===== src/rtl/alu_unit.sv =====
// Sequential ALU: single-cycle logic/arith ops plus an iterative
// shift-add multiply, driving the C bus with registered zero/carry flags.
//
// Ports:
//   clk, rst_n        clock, asynchronous active-low reset
//   start             accept alu_op/a_in/b_in on this edge (IDLE/DONE only)
//   alu_op            operation code
//   a_in, b_in        operands A (accumulator) and B (mux output)
//   c_bus_out         registered result, held until the next completion
//   busy              high while a multiply iterates
//   done              result/flags valid this cycle
//   z_flag, c_flag    registered zero and carry/borrow/overflow flags
module alu_unit #(
    parameter int DATA_LEN = 16,
    parameter int OP_LEN   = 4
) (
    input  logic                clk,
    input  logic                rst_n,
    input  logic                start,
    input  logic [OP_LEN-1:0]   alu_op,
    input  logic [DATA_LEN-1:0] a_in,
    input  logic [DATA_LEN-1:0] b_in,
    output logic [DATA_LEN-1:0] c_bus_out,
    output logic                busy,
    output logic                done,
    output logic                z_flag,
    output logic                c_flag
);

    localparam int W  = DATA_LEN;
    localparam int CW = $clog2(DATA_LEN + 1);

    localparam logic [OP_LEN-1:0] OP_PASSB = OP_LEN'(0);
    localparam logic [OP_LEN-1:0] OP_ADD   = OP_LEN'(1);
    localparam logic [OP_LEN-1:0] OP_SUB   = OP_LEN'(2);
    localparam logic [OP_LEN-1:0] OP_AND   = OP_LEN'(3);
    localparam logic [OP_LEN-1:0] OP_OR    = OP_LEN'(4);
    localparam logic [OP_LEN-1:0] OP_XOR   = OP_LEN'(5);
    localparam logic [OP_LEN-1:0] OP_SHL   = OP_LEN'(6);
    localparam logic [OP_LEN-1:0] OP_SHR   = OP_LEN'(7);
    localparam logic [OP_LEN-1:0] OP_MUL   = OP_LEN'(8);

    typedef enum logic [1:0] {
        S_IDLE,
        S_MUL,
        S_DONE
    } state_t;

    state_t         state_q;
    logic [2*W-1:0] mcand_q;
    logic [W-1:0]   mplier_q;
    logic [2*W-1:0] acc_q;
    logic [CW-1:0]  cnt_q;
    logic [W-1:0]   res_q;
    logic           z_q;
    logic           c_q;

    logic [W-1:0]   res_d;
    logic           c_d;
    logic [W:0]     sum;
    logic [2*W-1:0] acc_d;

    assign sum = {1'b0, a_in} + {1'b0, b_in};

    // Accumulator value after this iteration; also used on the last
    // iteration so the final add lands in the result the same edge.
    assign acc_d = acc_q + (mplier_q[0] ? mcand_q : '0);

    always_comb begin
        res_d = '0;
        c_d   = 1'b0;
        case (alu_op)
            OP_PASSB: res_d = b_in;
            OP_ADD: begin
                res_d = sum[W-1:0];
                c_d   = sum[W];
            end
            OP_SUB: begin
                res_d = a_in - b_in;
                c_d   = (a_in < b_in);
            end
            OP_AND: res_d = a_in & b_in;
            OP_OR:  res_d = a_in | b_in;
            OP_XOR: res_d = a_in ^ b_in;
            OP_SHL: begin
                res_d = {a_in[W-2:0], 1'b0};
                c_d   = a_in[W-1];
            end
            OP_SHR: begin
                res_d = {1'b0, a_in[W-1:1]};
                c_d   = a_in[0];
            end
            default: begin
                res_d = '0;
                c_d   = 1'b0;
            end
        endcase
    end

    always_ff @(posedge clk or negedge rst_n) begin
        if (!rst_n) begin
            state_q  <= S_IDLE;
            mcand_q  <= '0;
            mplier_q <= '0;
            acc_q    <= '0;
            cnt_q    <= '0;
            res_q    <= '0;
            z_q      <= 1'b0;
            c_q      <= 1'b0;
        end else begin
            case (state_q)
                S_IDLE, S_DONE: begin
                    if (start) begin
                        if (alu_op == OP_MUL) begin
                            mcand_q  <= {{W{1'b0}}, a_in};
                            mplier_q <= b_in;
                            acc_q    <= '0;
                            cnt_q    <= CW'(DATA_LEN);
                            state_q  <= S_MUL;
                        end else begin
                            res_q   <= res_d;
                            z_q     <= (res_d == '0);
                            c_q     <= c_d;
                            state_q <= S_DONE;
                        end
                    end else begin
                        state_q <= S_IDLE;
                    end
                end
                S_MUL: begin
                    acc_q    <= acc_d;
                    mcand_q  <= mcand_q << 1;
                    mplier_q <= mplier_q >> 1;
                    cnt_q    <= cnt_q - CW'(1);
                    if (cnt_q == CW'(1)) begin
                        res_q   <= acc_d[W-1:0];
                        z_q     <= (acc_d[W-1:0] == '0);
                        c_q     <= |acc_d[2*W-1:W];
                        state_q <= S_DONE;
                    end
                end
                default: state_q <= S_IDLE;
            endcase
        end
    end

    assign busy      = (state_q == S_MUL);
    assign done      = (state_q == S_DONE);
    assign c_bus_out = res_q;
    assign z_flag    = z_q;
    assign c_flag    = c_q;

endmodule

===== config.mk =====
export PLATFORM = sky130hd
export DESIGN_NAME = alu_unit
export DESIGN_NICKNAME = d
export VERILOG_FILES = /design/src/rtl/alu_unit.sv
export SDC_FILE = /design/constraint.sdc
export NUM_CORES = 1
export LEC_CHECK = 0
export CAP_MARGIN = 30
export CORE_ASPECT_RATIO = 1.1
export CORE_UTILIZATION = 60
export DETAILED_ROUTE_END_ITERATION = 12
export PLACE_DENSITY = 0.89
export SETUP_SLACK_MARGIN = 0.15
export SLEW_MARGIN = 20
export SYNTH_ARGS = -nofsm -noshare
export SYNTH_HDL_FRONTEND = slang
export SYNTH_SLANG_ARGS = --single-unit
export TNS_END_PERCENT = 5

===== constraint.sdc =====
create_clock -name clk -period 6.7 [get_ports clk]
set_input_delay 0.67 -clock clk [delete_from_list [all_inputs] [get_ports clk]]
set_output_delay 0.67 -clock clk [all_outputs]
set_load 0.01 [all_outputs]

# Yosys cells after proc, flatten, opt, wreduce, memory -nomap -nowiden

Index checks and enable logic that the tools add are counted.

Bitwise operators: 3
Add/sub/neg operators: 4
Reduce and logical (&&, ||, !) cells: 9
Muxes and demuxes: 31
Equal/unequal tests: 15
$lt $le $gt $ge: 1

Operator list:

| kind                                                               | number |
|---|---|
| 32-bit two-way mux                                                 | 5 |
| 16-bit one-hot mux with 8 select lines                             | 1 |
| 32-bit one-hot mux with 2 select lines                             | 2 |
| 16-bit two-way mux                                                 | 5 |
| 16-bit one-hot mux with 2 select lines                             | 2 |
| 32-bit adder                                                       | 1 |
| 16-bit zero test                                                   | 2 |
| 16-bit by 16-bit adder with 17-bit output                          | 1 |
| 16-bit AND                                                         | 1 |
| 4-bit by 3-bit == test with 1-bit output, second input constant    | 4 |
| 16-bit < comparator                                                | 1 |
| 16-bit OR                                                          | 1 |
| 16-bit OR reduction                                                | 1 |
| 16-bit subtractor                                                  | 1 |
| 16-bit XOR                                                         | 1 |
| 5-bit two-way mux                                                  | 2 |
| 5-bit one-hot mux with 2 select lines                              | 1 |
| 4-bit by 2-bit == test with 1-bit output, second input constant    | 2 |
| 1-bit two-way mux                                                  | 6 |
| 2-bit two-way mux                                                  | 3 |
| 2-bit != test, second input constant                               | 3 |
| 5-bit by 1-bit == test with 1-bit output, second input constant    | 1 |
| 5-bit by 1-bit subtractor with 5-bit output, second input constant | 1 |
| 4-bit by 1-bit == test with 1-bit output, second input constant    | 1 |
| 13 further kinds                                                   | 14 |

Output and inout bits: 20
Logic and storage cells: 71
Input bits: 39
Bits in registers: 105

# Depth between registers and ports, before layout

Gate-level depths: netlist of run 1.

Word-level depth: 6
Depth in mapped cells: 14
Mapped depth without buffers: 14

# Least setup slack after synthesis of run 1

OpenSTA, ideal clock, no wires.

Path kind: reg-to-reg
Start: reg mplier_q[0]
End: reg c_q, in the netlist c_flag
Clock period less this slack: 3360 ps
Setup slack: 3340 ps
Required time: 6569 ps
Path buffers: 1
Cell stages (with the launch flop): 15
Library setup time: 131 ps
Arrival: 3228 ps
Cell sequence: dfrtp_1 clkbuf_1 and2_1 ha_1 fa_1 a21o_2 a221o_2 a21oi_2 o21ai_1 a211oi_1 xor2_1 nand4_1 a2111oi_0 and4_1 a31oi_1

Word-level cells in the longest chain between the ends: 5

RTL lines:

| element                               | line | text |
|---|---|---|
| start: declaration                    | 51   | `logic [W-1:0] mplier_q;` |
| start signal: assignment              | 116  | `mplier_q <= b_in;` |
| start signal: assignment              | 133  | `mplier_q <= mplier_q >> 1;` |
| 32-bit two-way mux                    | 67   | `assign acc_d = acc_q + (mplier_q[0] ? mcand_q : '0);` |
| 32-bit adder                          | 67   |  |
| 16-bit OR reduction                   | 138  | `c_q <= \|acc_d[2*W-1:W];` |
| 1-bit two-way mux                     | 135  | `if (cnt_q == CW'(1)) begin` |
| 1-bit one-hot mux with 2 select lines | 111  | `case (state_q)` |
| end signal: assignment                | 138  |  |
| end: declaration                      | 56   | `logic c_q;` |

No other way between the ends. The select of a mux whose other input is x is not followed.
A chain may end at the register's enable or synchronous reset.

# Worst setup path after layout of run 1

Same ends and word-level chain as after synthesis.

==> results of run 1 <==
## power by group
group | leakage [uW] | switching [uW] | internal [uW]
clock | 0.000173 | 239 | 387
sequential | 0.00128 | 175 | 859
combinational | 0.00312 | 1030 | 676
total | 0.00458 | 1440 | 1920
## logic make-up (layout without fill, tap and decap cells)
family	count (synthesis)	after routing	synth area share, %
buffers and inverters	127	143	5.87
adders and majority gates	87	87	12.1
DFF	105	105	28.7
and+or+nand+nor	454	454	22.6
muxes	14	14	1.86
xor gates and xnor gates	34	34	3.25
AOI/OAI and AO/OA	358	358	25.7
## synthesized netlist by cell type, types with 8 or more instances
library cell  number
mux2i_1            8
o21ai_0           76
and2_1            35
a31oi_1           39
a21oi_1           84
nor2_1           100
a211oi_1          10
nand2_1          208
a21o_1            15
a22oi_1           11
o31ai_1           10
xnor2_1           19
a211o_1            8
nand3_1           22
dfrtp_1          105
xor2_1            15
inv_1             57
and3_1            10
nor3_1            22
buf_2             10
o22ai_1           19
nand2b_1          13
clkbuf_1          50
o211ai_1           9
o21bai_1           8
ha_1              84
nor2b_1            9
## worst max-delay path, cell delays in order, from the launching register on
cell	delay, ns
dfrtp_1	0.96
and2_1	0.25
ha_1	0.21
fa_1	0.23
a21o_2	0.17
a221oi_2	0.10
or4b_4	0.53
a31oi_4	0.22
nor4_2	0.06
a311oi_2	0.37
o2111ai_1	0.23
a2111oi_0	0.49
and4_1	0.26
a31oi_1	0.08
## flip-flops by register name, summed over array words and instances (netlist names)
name / flops
mplier_q: 16
acc_q: 32
state_q: 2
mcand_q: 32
c_flag: 1
c_bus_out: 16
z_flag: 1
cnt_q: 5
## final timing paths
| path | start | end |
|---|---|---|
| min in group clk | mcand_q[25]$_DFFE_PN0P_ | mcand_q[26]$_DFFE_PN0P_ |
| hold reg to reg | mcand_q[25]$_DFFE_PN0P_ | mcand_q[26]$_DFFE_PN0P_ |
| max in group asynchronous | rst_n | mplier_q[10]$_DFFE_PN0P_ |
| setup reg to reg | mplier_q[0]$_DFFE_PN0P_ | c_flag$_DFFE_PN0P_ |
| setup / recovery | mplier_q[0]$_DFFE_PN0P_ | c_flag$_DFFE_PN0P_ |
| hold / removal | rst_n | cnt_q[1]$_DFFE_PN0P_ |
## per-stage QoR
step                instance area [um2]  utilization, %  hold slack, ns  power (uW)  std cells
finish                            10100            67.6           0.318        3360       1391
global route                      10100            67.6           0.375        3580       1391
CTS                               10100            67.5           0.344        3330       1390
detailed placement                 9770            65.2           0.484        2690       1374
global placement                   9760            65.1           0.473        2630       1374
floorplan                          9160               -           0.374        2220       1179
## layer usage
layer / track usage (%) / up-vias
met1: 43.5 / 4278
met3: 5.60 / 113
li1: - / 4228
met4: 20.1 / 0
met5: 0 / -
met2: 61.6 / 452
## area by class of cell
cell class              count  share of cell area [%]
multi-input cells         947                    59.4
flip-flops and latches    105                    25.9
repair buffers             70                    6.66
clock buffers              12                    2.53
well taps                 196                    2.42
inverters                  57                    2.11
clock inverters             4                   0.975
==> qor.yml, run 1 <==
wirelength_um: 27700
status: "finished, violations left"
grt_pass1_vias: 9016
yosysTopAreaCellShare_pct: 28.7
cts_tree: "done"
crit_required_ns: 6.93
rows: 47
rsz0062_at_grt: "false"
final_cell_mix: "nand2_1 (208), dfrtp_1 (105), nor2_1 (100), a21oi_1 (84), ha_1 (84)"
syn_area_um2: 9160
syn-num-nets: 1305
synth_flop_cell: "dfrtp_1"
period_share_pct: 64.0
max_cap_viol_count: 0
vias: 9071
place_ws_ns: 2.25
reg2reg_depth: 13
clk_latency_ns: 0.36
grt_max_degree: 84
fin_crit_ns: 4.29
power_density_nw_per_um2: 332
synth_edf_count: 0
wl_per_cell_um: 19.9
cts_buffers: 9
wl_met3_um: 1890
clockBufferDepth: 2
drcViolationCount: 2
setup_viol: 0
io-pin-count: 59
dieArea_um2: 15800
synthToLayoutAreaGrowth_pct: 10.7
cts_sinks: 105
fin_ws_ns: 2.41
multiInputGateArea_um2: 6020
cp-end-kind: "flip-flop"
coreArea_um2: 15000
ys_seq_elements: 105
register_area_um2: 2630
antenna_found_initial: 0
grt_usage_pct: 36.2
slew_headroom_pct: 34.3
hold_viol_final: 0
final_common_cell: "nand2_1"
fin_skew_ns: 0.0102
wl_met2_um: 13800
cts_resized: 0
cts.clk_slew.worst_paths_ns: 0.07
die-width_um: 120
synth_top_area_cell: "dfrtp_1"
rrSetupSlack_ns: 2.41
die_y_um: 132
first_iter_violations: 1118
syn_avg_cell_area_um2: 7.77
ant_nets: 0
ys_warn_count: 0
syn_inst: 1179
h-tree-depth: 3
postCtsHoldBufs: 0
n_antenna_cell: 0
grt_overflow_total: 0
critical_path_arrival_ns: 4.52
path_class: "reg -> reg"
cts_setup_buffers: 0
hp-class: "in -> async"
fin_tns_setup_ns: 0
drive_above_1_share_pct: 4.85
initial_core_util_pct: 61.1
io_buffers: 58
startpoint_type: "flip-flop"
async_flop_share_pct: 100
fmax_ghz: 0.233
tightest_slew_ns: 0.983
violations: "design-rule violations"
nNetsFinal: 1316
vdd_drop_max_uv: 189
yosysSeqAreaShare_pct: 28.7
fillerInstances: 1257
dr.pass1.iters: 12
maxUsedRoutingLayer: "met4"
wl_met1_um: 10600
gp_congestion: 0.948
maxSlewViolCount: 0
cp_max_fo: 33
root_buffer: "clkbuf_16"
yosys-top-cells-area: "dfrtp_1 (29%), ha_1 (11%), nand2_1 (8.5%)"
p_leak_uw: 0.00458
ys_types: 78
grt_pass1_wl_um: 45500
drt-vias-per-instance: 6.52
hpwl_um: 20100
No activity file was read; power rests on OpenSTA's default activity.
==> run 2: changes to the inputs <==
Settings changed: CORE_UTILIZATION 60 to 55, PLACE_DENSITY 0.89 to 0.86.
Clock period 6.7 ns to 3.5 ns, I/O delays scaled along.
==> run 2 against run 1 <==
Compared with the run above:
- the run ends with negative setup slack left
- worst setup slack got worse by 2.5 ns
- maximum frequency increased by 18%
- sequential power increased by 89%
- highest routed layer unchanged
- utilization increased by 2.7 points
- die area increased by 8.9%
- total power increased by 110%
- flip-flop and latch count unchanged
- critical path depth unchanged
==> qor.yml, run 2 (synthesis results as in run 1) <==
status: "finished, violations left"
violations: "negative setup slack"
wl_per_cell_um: 19.5  # -2.0%
reg2reg_depth: 13  # unchanged
fmax_ghz: 0.276  # +18%
maxSlewViolCount: 0  # unchanged
fin_crit_ns: 3.63  # -0.660 ns
vias: 9707  # +7.0%
startpoint_type: "flip-flop"
cts_buffers: 9  # unchanged
slew_headroom_pct: 42.3  # +8.0 points
worstReg2RegEnd: "c_flag$_DFFE_PN0P_"
io-pin-count: 59  # unchanged
cp-startpoint: "mplier_q[0]$_DFFE_PN0P_"
dr.pass1.iters: 7  # -5
n_antenna_cell: 0  # unchanged
drt-vias-per-instance: 6.23  # -4.5%
path_class: "reg -> reg"
r2r_start: "mplier_q[0]$_DFFE_PN0P_"
crit_required_ns: 3.73  # -3.20 ns
fin_ws_ns: -0.127  # -2.54 ns
total_power_uw: 7120  # +110%
synthToLayoutAreaGrowth_pct: 25.2
fin_skew_ns: 0.0124  # +0.00221 ns
largestRegisters: "acc_q x32, mcand_q x32"
tightest_slew_ns: 0.858  # -0.125 ns
root_buffer: "clkbuf_16"
die_y_um: 137  # +4.4%
multiInputGateArea_um2: 6170  # +2.4%
critical_path_arrival_ns: 3.86  # -0.66 ns
h-tree-depth: 3  # unchanged
hold_viol_final: 0  # unchanged
nNetsFinal: 1476  # +12%
cp-end-kind: "flip-flop"
rows: 49  # +4.3%
first_iter_violations: 628  # -44%
dieArea_um2: 17200  # +8.9%
hp-class: "in -> async"
hpwl_um: 22900  # +14%
final_cell_mix: "nand2_1 (208), buf_4 (167), dfrtp_1 (104), nor2_1 (99), ha_1 (83)"
die-width_um: 125  # +4.4%
fin_hold_ws_ns: 0.0628  # -0.255 ns
cts.clk_slew.worst_paths_ns: 0.07  # about the same
place_ws_ns: -0.591  # -2.84 ns
clk_latency_ns: 0.36  # about the same
cts_tree: "done"
ant_nets: 0  # unchanged
wirelength_um: 30400  # +9.8%
p_leak_uw: 0.00534  # +17%
coreArea_um2: 16300  # +8.8%
max_cap_viol_count: 0  # unchanged
vdd_drop_max_uv: 316  # +67%
grt_usage_pct: 35.8  # -0.46 points
drive_above_1_share_pct: 17.6  # +13 points
grt_max_degree: 77  # -8.3%
cp_max_fo: 7  # -79%
rrSetupSlack_ns: -0.13  # -2.54 ns
power_density_nw_per_um2: 620  # +87%
drcViolationCount: 0  # -2
fillerInstances: 1283  # +2.1%
final_common_cell: "nand2_1"
register_area_um2: 2630  # about the same
grt_pass1_wl_um: 47900  # +5.4%
initial_core_util_pct: 56.2  # -4.9 points
io_buffers: 58  # unchanged
gp_congestion: 0.968  # +2.2%
rsz0062_at_grt: "true"
setup_viol: 1  # +1
clockBufferDepth: 2  # unchanged
period_share_pct: 104  # +40 points
grt_pass1_vias: 9469  # +5.0%
cts_sinks: 105  # unchanged
antenna_found_initial: 0  # unchanged
grt_overflow_total: 0  # unchanged
crit_end: "c_flag$_DFFE_PN0P_"
run 2: cell count changes in the layout (fill, tap and decap cells not counted), sizes merged:
cell      previous run  this run
buf                 13       173
bufinv               3         0
clkbuf              12        11
clkinvlp             0         2
inv                 56        57
run 2: worst min path at each step:
stage | from | end | depth (start not counted)
CTS | rst_n | cnt_q[3]$_DFFE_PN0P_ | 1
global route | rst_n | cnt_q[2]$_DFFE_PN0P_ | 1
global placement | rst_n | cnt_q[4]$_DFFE_PN0P_ | 1
floorplan | rst_n | acc_q[0]$_DFFE_PN0P_ | 0
finish | rst_n | cnt_q[4]$_DFFE_PN0P_ | 1
detailed placement | rst_n | cnt_q[3]$_DFFE_PN0P_ | 1
run 2: area by class of cell:
cell class	count	share of cell area, %
timing repair buffer	230	16.9
inverter	57	1.86
multi-input combinational	947	53.8
clock inverter	4	0.251
clock buffer	11	2.12
sequential	105	22.9
tap	204	2.22
run 2: where the power goes:
part	switching, uW	internal (uW)	leakage [uW]
registers	309	1650	0.00128
logic	2280	1920	0.00393
clock network	466	500	0.000128
total	3050	4070	0.00534
run 2: critical path: stages, from the launching register on:
cell       delay (ns)
dfrtp_2          0.45
and2_4           0.16
ha_4             0.16
fa_2             0.38
a21o_4           0.25
a221o_2          0.37
a21oi_4          0.20
o211ai_1         0.13
a31oi_1          0.21
xor2_1           0.28
nand4_1          0.15
a2111oi_2        0.38
and4_1           0.28
a31oi_1          0.09
run 2: per-layer routing:
layer	vias up	GRT usage [%]	wire, um
met4	0	19.4	1560
met5	-	0	0
met2	412	65.1	15300
met3	100	4.39	1680
met1	4655	41.3	11900
li1	4540	-	-
run 2: through the flow:
| step | instance area [um2] | std cells | util (%) | TNS (ns) |
|---|---|---|---|---|
| final | 11500 | 1558 | 70.4 | -0.127 |
| after global routing | 11500 | 1558 | 70.4 | -0.344 |
| after CTS | 11400 | 1556 | 70.0 | -0.0535 |
| after detailed placement | 11000 | 1534 | 67.3 | -1.71 |
| after global placement | 11000 | 1534 | 67.3 | -1.34 |
| after floorplan | 9170 | 1179 | - | 0 |
run 2: repair_timing:
action | in CTS | in global routing
resized for setup | 24 | 12
hold buffers | 0 | 0
buffers inserted | 7 | 2
pin swaps | 17 | 7
setup endpoints to repair | 3 | 10
==> run 3: changes to the inputs <==
Settings changed: GPL_TIMING_DRIVEN from default to 0.
==> run 3 against run 2 <==
Compared with the run above:
- global-route usage grew 0.86 points
- non-clock buffer count down 78
- maximum frequency down 4.4%
- cell count down 4.9%
- die area unchanged
- clock-buffer cell count is 1 lower
- worst setup slack lost 0.17 ns
- highest routed layer unchanged
- largest cell class unchanged
- the flow still finishes with violations (negative setup slack)
- clock power rose by 5%
- routed wire length is 5.1% higher
- total power down 0.79%
- combinational power decreased by 3%
- worst hold slack better by 0.30 ns
==> qor.yml, run 3 (synthesis results as in run 1) <==
dieArea_um2: 17200  # unchanged
hold_viol_final: 0  # unchanged
fin_crit_ns: 3.80  # +0.168 ns
drcViolationCount: 0  # unchanged
worstReg2RegEnd: "c_flag$_DFFE_PN0P_"
grt_usage_pct: 36.6  # +0.86 points
antenna_found_initial: 0  # unchanged
comb_power_share_pct: 57.5  # -1.5 points
power_density_nw_per_um2: 645  # +4.0%
violations: "negative setup slack"
fin_tns_setup_ns: -0.524  # -0.397 ns
r2r_start: "mplier_q[0]$_DFFE_PN0P_"
fin_ws_ns: -0.295  # -0.168 ns
grt_overflow_total: 0  # unchanged
ant_nets: 0  # unchanged
first_iter_violations: 933  # +49%
synthToLayoutAreaGrowth_pct: 19.5
p_sw_uw: 3160  # +3.6%
coreArea_um2: 16300  # unchanged
cp-startpoint: "mplier_q[0]$_DFFE_PN0P_"
die_y_um: 137  # unchanged
grt_max_degree: 65  # -16%
grt_pass1_wl_um: 48800  # +1.8%
critical_path_arrival_ns: 4.02  # +0.16 ns
clockBufferDepth: 2  # unchanged
nNetsFinal: 1398  # -5.3%
fmax_ghz: 0.263  # -4.4%
cp_max_fo: 10  # +3
swShare_pct: 44.8  # +1.9 points
cp-end-kind: "flip-flop"
cts_tree: "done"
rrSetupSlack_ns: -0.30  # -0.17 ns
rows: 49  # unchanged
hpwl_um: 23100  # +1.0%
fin_skew_ns: 0.00976  # -0.00266 ns
grt_pass1_vias: 9284  # -2.0%
wirelength_um: 31900  # +5.1%
path_class: "reg -> reg"
hp-class: "in -> reg"
cts.clk_slew.worst_paths_ns: 0.08  # about the same
p_leak_uw: 0.00488  # -8.6%
maxSlewViolCount: 0  # unchanged
period_share_pct: 108  # +4.8 points
h-tree-depth: 3  # unchanged
status: "finished, violations left"
max_cap_viol_count: 0  # unchanged
p_seq_share_pct: 28.2  # +0.7 points
clkPwrFrac_pct: 14.3  # +0.7 points
slew_headroom_pct: 29.7  # -13 points
crit_required_ns: 3.73  # about the same
n_antenna_cell: 0  # unchanged
wl_per_cell_um: 21.6  # +11%
final_cell_mix: "nand2_1 (207), dfrtp_1 (104), nor2_1 (98), a21oi_1 (83)"
drive_above_1_share_pct: 10.7  # -6.8 points
io-pin-count: 59  # unchanged
io_buffers: 58  # unchanged
final_common_cell: "nand2_1"
vias: 9696  # -0.11%
initial_core_util_pct: 56.2  # unchanged
vdd_drop_max_uv: 338  # +6.9%
dr.pass1.iters: 5  # -2
utilization_pct: 67.1  # -3.2 points
die-width_um: 125  # unchanged
cts_sinks: 105  # unchanged
clk_latency_ns: 0.36  # about the same
tightest_slew_ns: 1.04  # +0.181 ns
gp_congestion: 1.01  # +4.2%
rsz0062_at_grt: "true"
setup_viol: 2  # +1
root_buffer: "clkbuf_16"
whs_path_depth: 3
p_int_uw: 3900  # -4.1%
largestRegisters: "acc_q x32, mcand_q x32"
startpoint_type: "flip-flop"
cts_buffers: 9  # unchanged
crit_end: "c_flag$_DFFE_PN0P_"
drt-vias-per-instance: 6.55  # +5.1%
reg2reg_depth: 14  # +1
[run 3: what timing repair did]
action                                  CTS  global route
gates resized for setup                  34            66
endpoints found under the setup margin   14            14
pin swaps                                18            26
hold buffers                              1             0
endpoints found under the hold margin    41             0
buffers inserted                         12             9
[run 3: worst min path at each step]
stage	startpoint	to	slack, ns
floorplan	rst_n	acc_q[0]$_DFFE_PN0P_	0.05
global placement	acc_q[13]$_DFFE_PN0P_	acc_q[13]$_DFFE_PN0P_	0.48
detailed placement	rst_n	cnt_q[0]$_DFFE_PN0P_	0.29
CTS	rst_n	cnt_q[0]$_DFFE_PN0P_	0.48
global route	b_in[1]	mplier_q[1]$_DFFE_PN0P_	0.38
finish	b_in[1]	mplier_q[1]$_DFFE_PN0P_	0.36
[run 3: per-layer routing]
metal | share of wire, % | vias up | global-route usage (%) | routed length [um]
met1 | 37 | 4602 | 42.7 | 12000
met5 | 0 | - | 0 | 0
li1 | - | 4390 | - | -
met4 | 6.7 | 0 | 24.5 | 2140
met2 | 48 | 547 | 63.4 | 15500
met3 | 7.3 | 157 | 5.51 | 2340
[run 3: power by group through the flow]
stage / combinational [uW] / clock, uW / sequential (uW)
after floorplan: 2360 / 0 / 1890
after global placement: 3130 / 0 / 1950
after detailed placement: 3220 / 0 / 1960
after CTS: 3550 / 1010 / 1960
after global routing: 4350 / 1060 / 2040
final: 4060 / 1010 / 1990
[run 3: worst max-delay path, cell delays in order, from the launching register on]
cell and delay, ns:
dfrtp_2 0.44, buf_4 0.15, buf_4 0.16, and2_1 0.19, ha_4 0.30, nand2_2 0.07, nor2_2 0.18, or4b_4 0.52
a31oi_4 0.23, nor4_4 0.06, a311oi_4 0.36, o2111ai_4 0.25, a2111oi_4 0.36, and4_1 0.26, a31oi_1 0.11
[run 3: layout make-up]
class	instances	area, um2
plain buffers	70	342
clock buffers	10	239
clock inverters	6	50.0
fillers	1364	5360
inverters	57	214
multi-input cells	947	6410
flip-flops and latches	105	2630
well taps	204	255
repair buffers	82	805
[run 3: per-stage QoR]
| stage | worst slack (ns) | instances | power [uW] | instance area (um2) | hold WS, ns |
|---|---|---|---|---|---|
| 2_1_floorplan | 0.178 | 1179 | 4250 | 9170 | 0.0544 |
| 3_3_place_gp | -1.92 | 1441 | 5080 | 10000 | 0.476 |
| 3_5_place_dp | -0.944 | 1442 | 5190 | 10000 | 0.294 |
| 4_1_cts | -0.217 | 1471 | 6510 | 10600 | 0.481 |
| 5_1_grt | -0.377 | 1481 | 7450 | 10900 | 0.380 |
| 6_report | -0.295 | 1481 | 7060 | 10900 | 0.360 |
==> patch (settings of run 3) <==
Encoding of `state_t`: now one-hot (3 bits for 3 states).
--- a/src/rtl/alu_unit.sv
+++ b/src/rtl/alu_unit.sv
@@ -40,10 +40,10 @@
     localparam logic [OP_LEN-1:0] OP_SHR   = OP_LEN'(7);
     localparam logic [OP_LEN-1:0] OP_MUL   = OP_LEN'(8);
 
-    typedef enum logic [1:0] {
-        S_IDLE,
-        S_MUL,
-        S_DONE
+    typedef enum logic [2:0] {
+        S_IDLE = 3'b001,
+        S_MUL  = 3'b010,
+        S_DONE = 3'b100
     } state_t;
 
     state_t         state_q;
Formal check against the unedited RTL: no difference found for any inputs over 10 cycles, from zero or initial values and one cycle with rst_n low; not proved beyond that.
==> patch against run 3 <==
The flow finishes with violations (DRC, setup timing); area after synthesis is 3.7% higher; clock skew is 0.0027 ns lower; design area is 1.4% higher; utilization is 1.7 points lower; critical endpoint unchanged; routed wire length is 2.9% lower; combinational power is 33% lower; sequential cell count is 1 higher; total power is 20% lower; synthesized cell count is 0.34% lower; setup slack better by 0.20 ns.
==> patch: results (changes against run 3) <==
crit-path max cell delay=0.47 ns (-0.05 ns); final setup margin=-0.0987 ns (+0.197 ns); failing checks=DRC, setup timing; Post-synth top cells=nand2_1 (184), dfrtp_1 (105), ha_1 (84), a21oi_1 (79), o21ai_0 (73); maximum vdd drop=269 uV (-20%); Final nets=1389 (-0.64%); total number of vias=9801 (+1.1%); WL final=31.0 mm (-2.9%); first-pass iteration count of the detailed router=12 (+7); Buffers on Ports=56 (-3.4%); Final Skew=0.00705 ns (-0.00270 ns); Distinct cells, synth=95 (+22%); largest net degree at the start of global routing=77 (+18%); crit path DAT=3.80 ns (-0.22 ns); Synthesized Nets=1301 (-0.31%); status=finished with violations; routability congestion estimate=0.982 (-2.7%); Area contributors post-synth=dfrtp_1 (28%), ha_1 (11%), nand2_1 (7.3%), a21oi_1 (4.2%), o21ai_0 (3.8%); Largest regs=acc_q (32), mcand_q (32); setup TNS=-0.112 ns (+0.412 ns); layout cell share with drive strength beyond 1=0.121 (+0.0135); Fillers=1387 (+1.7%); asr flop ratio synth=1.00 (unchanged); All-Layer GR Usage=0.352 (-0.0148); Detailed Place HPWL=23.0 mm (-0.39%); vias in the first global route=9604 (+3.4%); Slew headroom=0.366 (+0.0691); register area share after synthesis=0.279 (-0.00758); placed instance area=10400 um^2 (+3.6%); final setup fails=2 (unchanged); drt drc=2 (+2); first-pass GRT wire length=49.2 mm (+0.95%); initial drt markers=884 (-5.3%); CP max stage cell=dfrtp_2; crit-path max FO=8 (-2)
==> patch: worst paths after layout <==
path,startpoint,endpoint,slack (ns),cells after the start
max,mplier_q[0],c_flag,-0.1,14
min,b_in[2],mplier_q[2],0.40,3
max reg2reg,mplier_q[0],c_flag,-0.1,14
min reg2reg,mplier_q[6],mplier_q[6],0.48,2
max in group asynchronous,rst_n,state_q[0],2.33,3
min in group asynchronous,rst_n,acc_q[29],0.44,2
==> patch: logic make-up (layout without fill, tap and decap cells) <==
group / after synthesis / in the layout / synth area share
adder cells (fa/ha/maj): 87 / 87 / 0.117
XOR/XNOR: 32 / 32 / 0.0295
AND/OR/NAND/NOR: 433 / 433 / 0.225
buffers and inverters: 130 / 222 / 0.0629
AO/OA/AOI/OAI: 370 / 370 / 0.265
multiplexers: 17 / 17 / 0.0215
flip-flops: 106 / 106 / 0.279
==> patch: power by group <==
group,switching [uW],leakage (uW),total (uW),internal (uW)
clock,450,0.000120,927,477
sequential,334,0.00136,2020,1690
combinational,1540,0.00354,2720,1180
==> patch: critical path, delay by kind of cell, from the launching register on <==
| kind | cells | cell delay (ns) |
|---|---|---|
| fa+ha+maj | 2 | 0.52 |
| simple gates | 4 | 0.81 |
| flops | 1 | 0.47 |
| buf+inv | 1 | 0.15 |
| compound gates | 6 | 1.39 |
| xor+xnor | 1 | 0.14 |
==> patch: layer usage <==
layer	GRT usage	share of wire	up-vias
met5	0	0	-
met4	0.231	0.068	0
met3	0.0497	0.077	135
met2	0.587	0.48	530
met1	0.423	0.37	4686
li1	-	-	4450
==> patch: per-stage QoR <==
step / hold slack, ns / std cells / setup slack (ns)
after floorplan: 0.0544 / 1175 / 0.262
after global placement: 0.460 / 1465 / -1.89
after detailed placement: 0.248 / 1467 / -1.00
after CTS: 0.452 / 1496 / -0.0569
after global routing: 0.431 / 1501 / -0.202
final: 0.398 / 1501 / -0.0987
==> patch: area by class of cell <==
type | count | area share
Inverter | 58 | 0.0196
Clock buffer | 10 | 0.0206
Clock inverter | 5 | 0.00293
Buffer | 72 | 0.0370
Timing Repair Buffer | 77 | 0.0660
Tap cell | 234 | 0.0264
Multi-Input combinational cell | 939 | 0.588
Sequential cell | 106 | 0.239
==> patch: what timing repair did <==
action                                 in CTS  in global routing
resized for setup                          62                 34
endpoints found under the hold margin      30                  0
setup buffers                              13                  5
hold buffers                                1                  0
setup endpoints to repair                  34                 25
pin swaps                                  15                 21
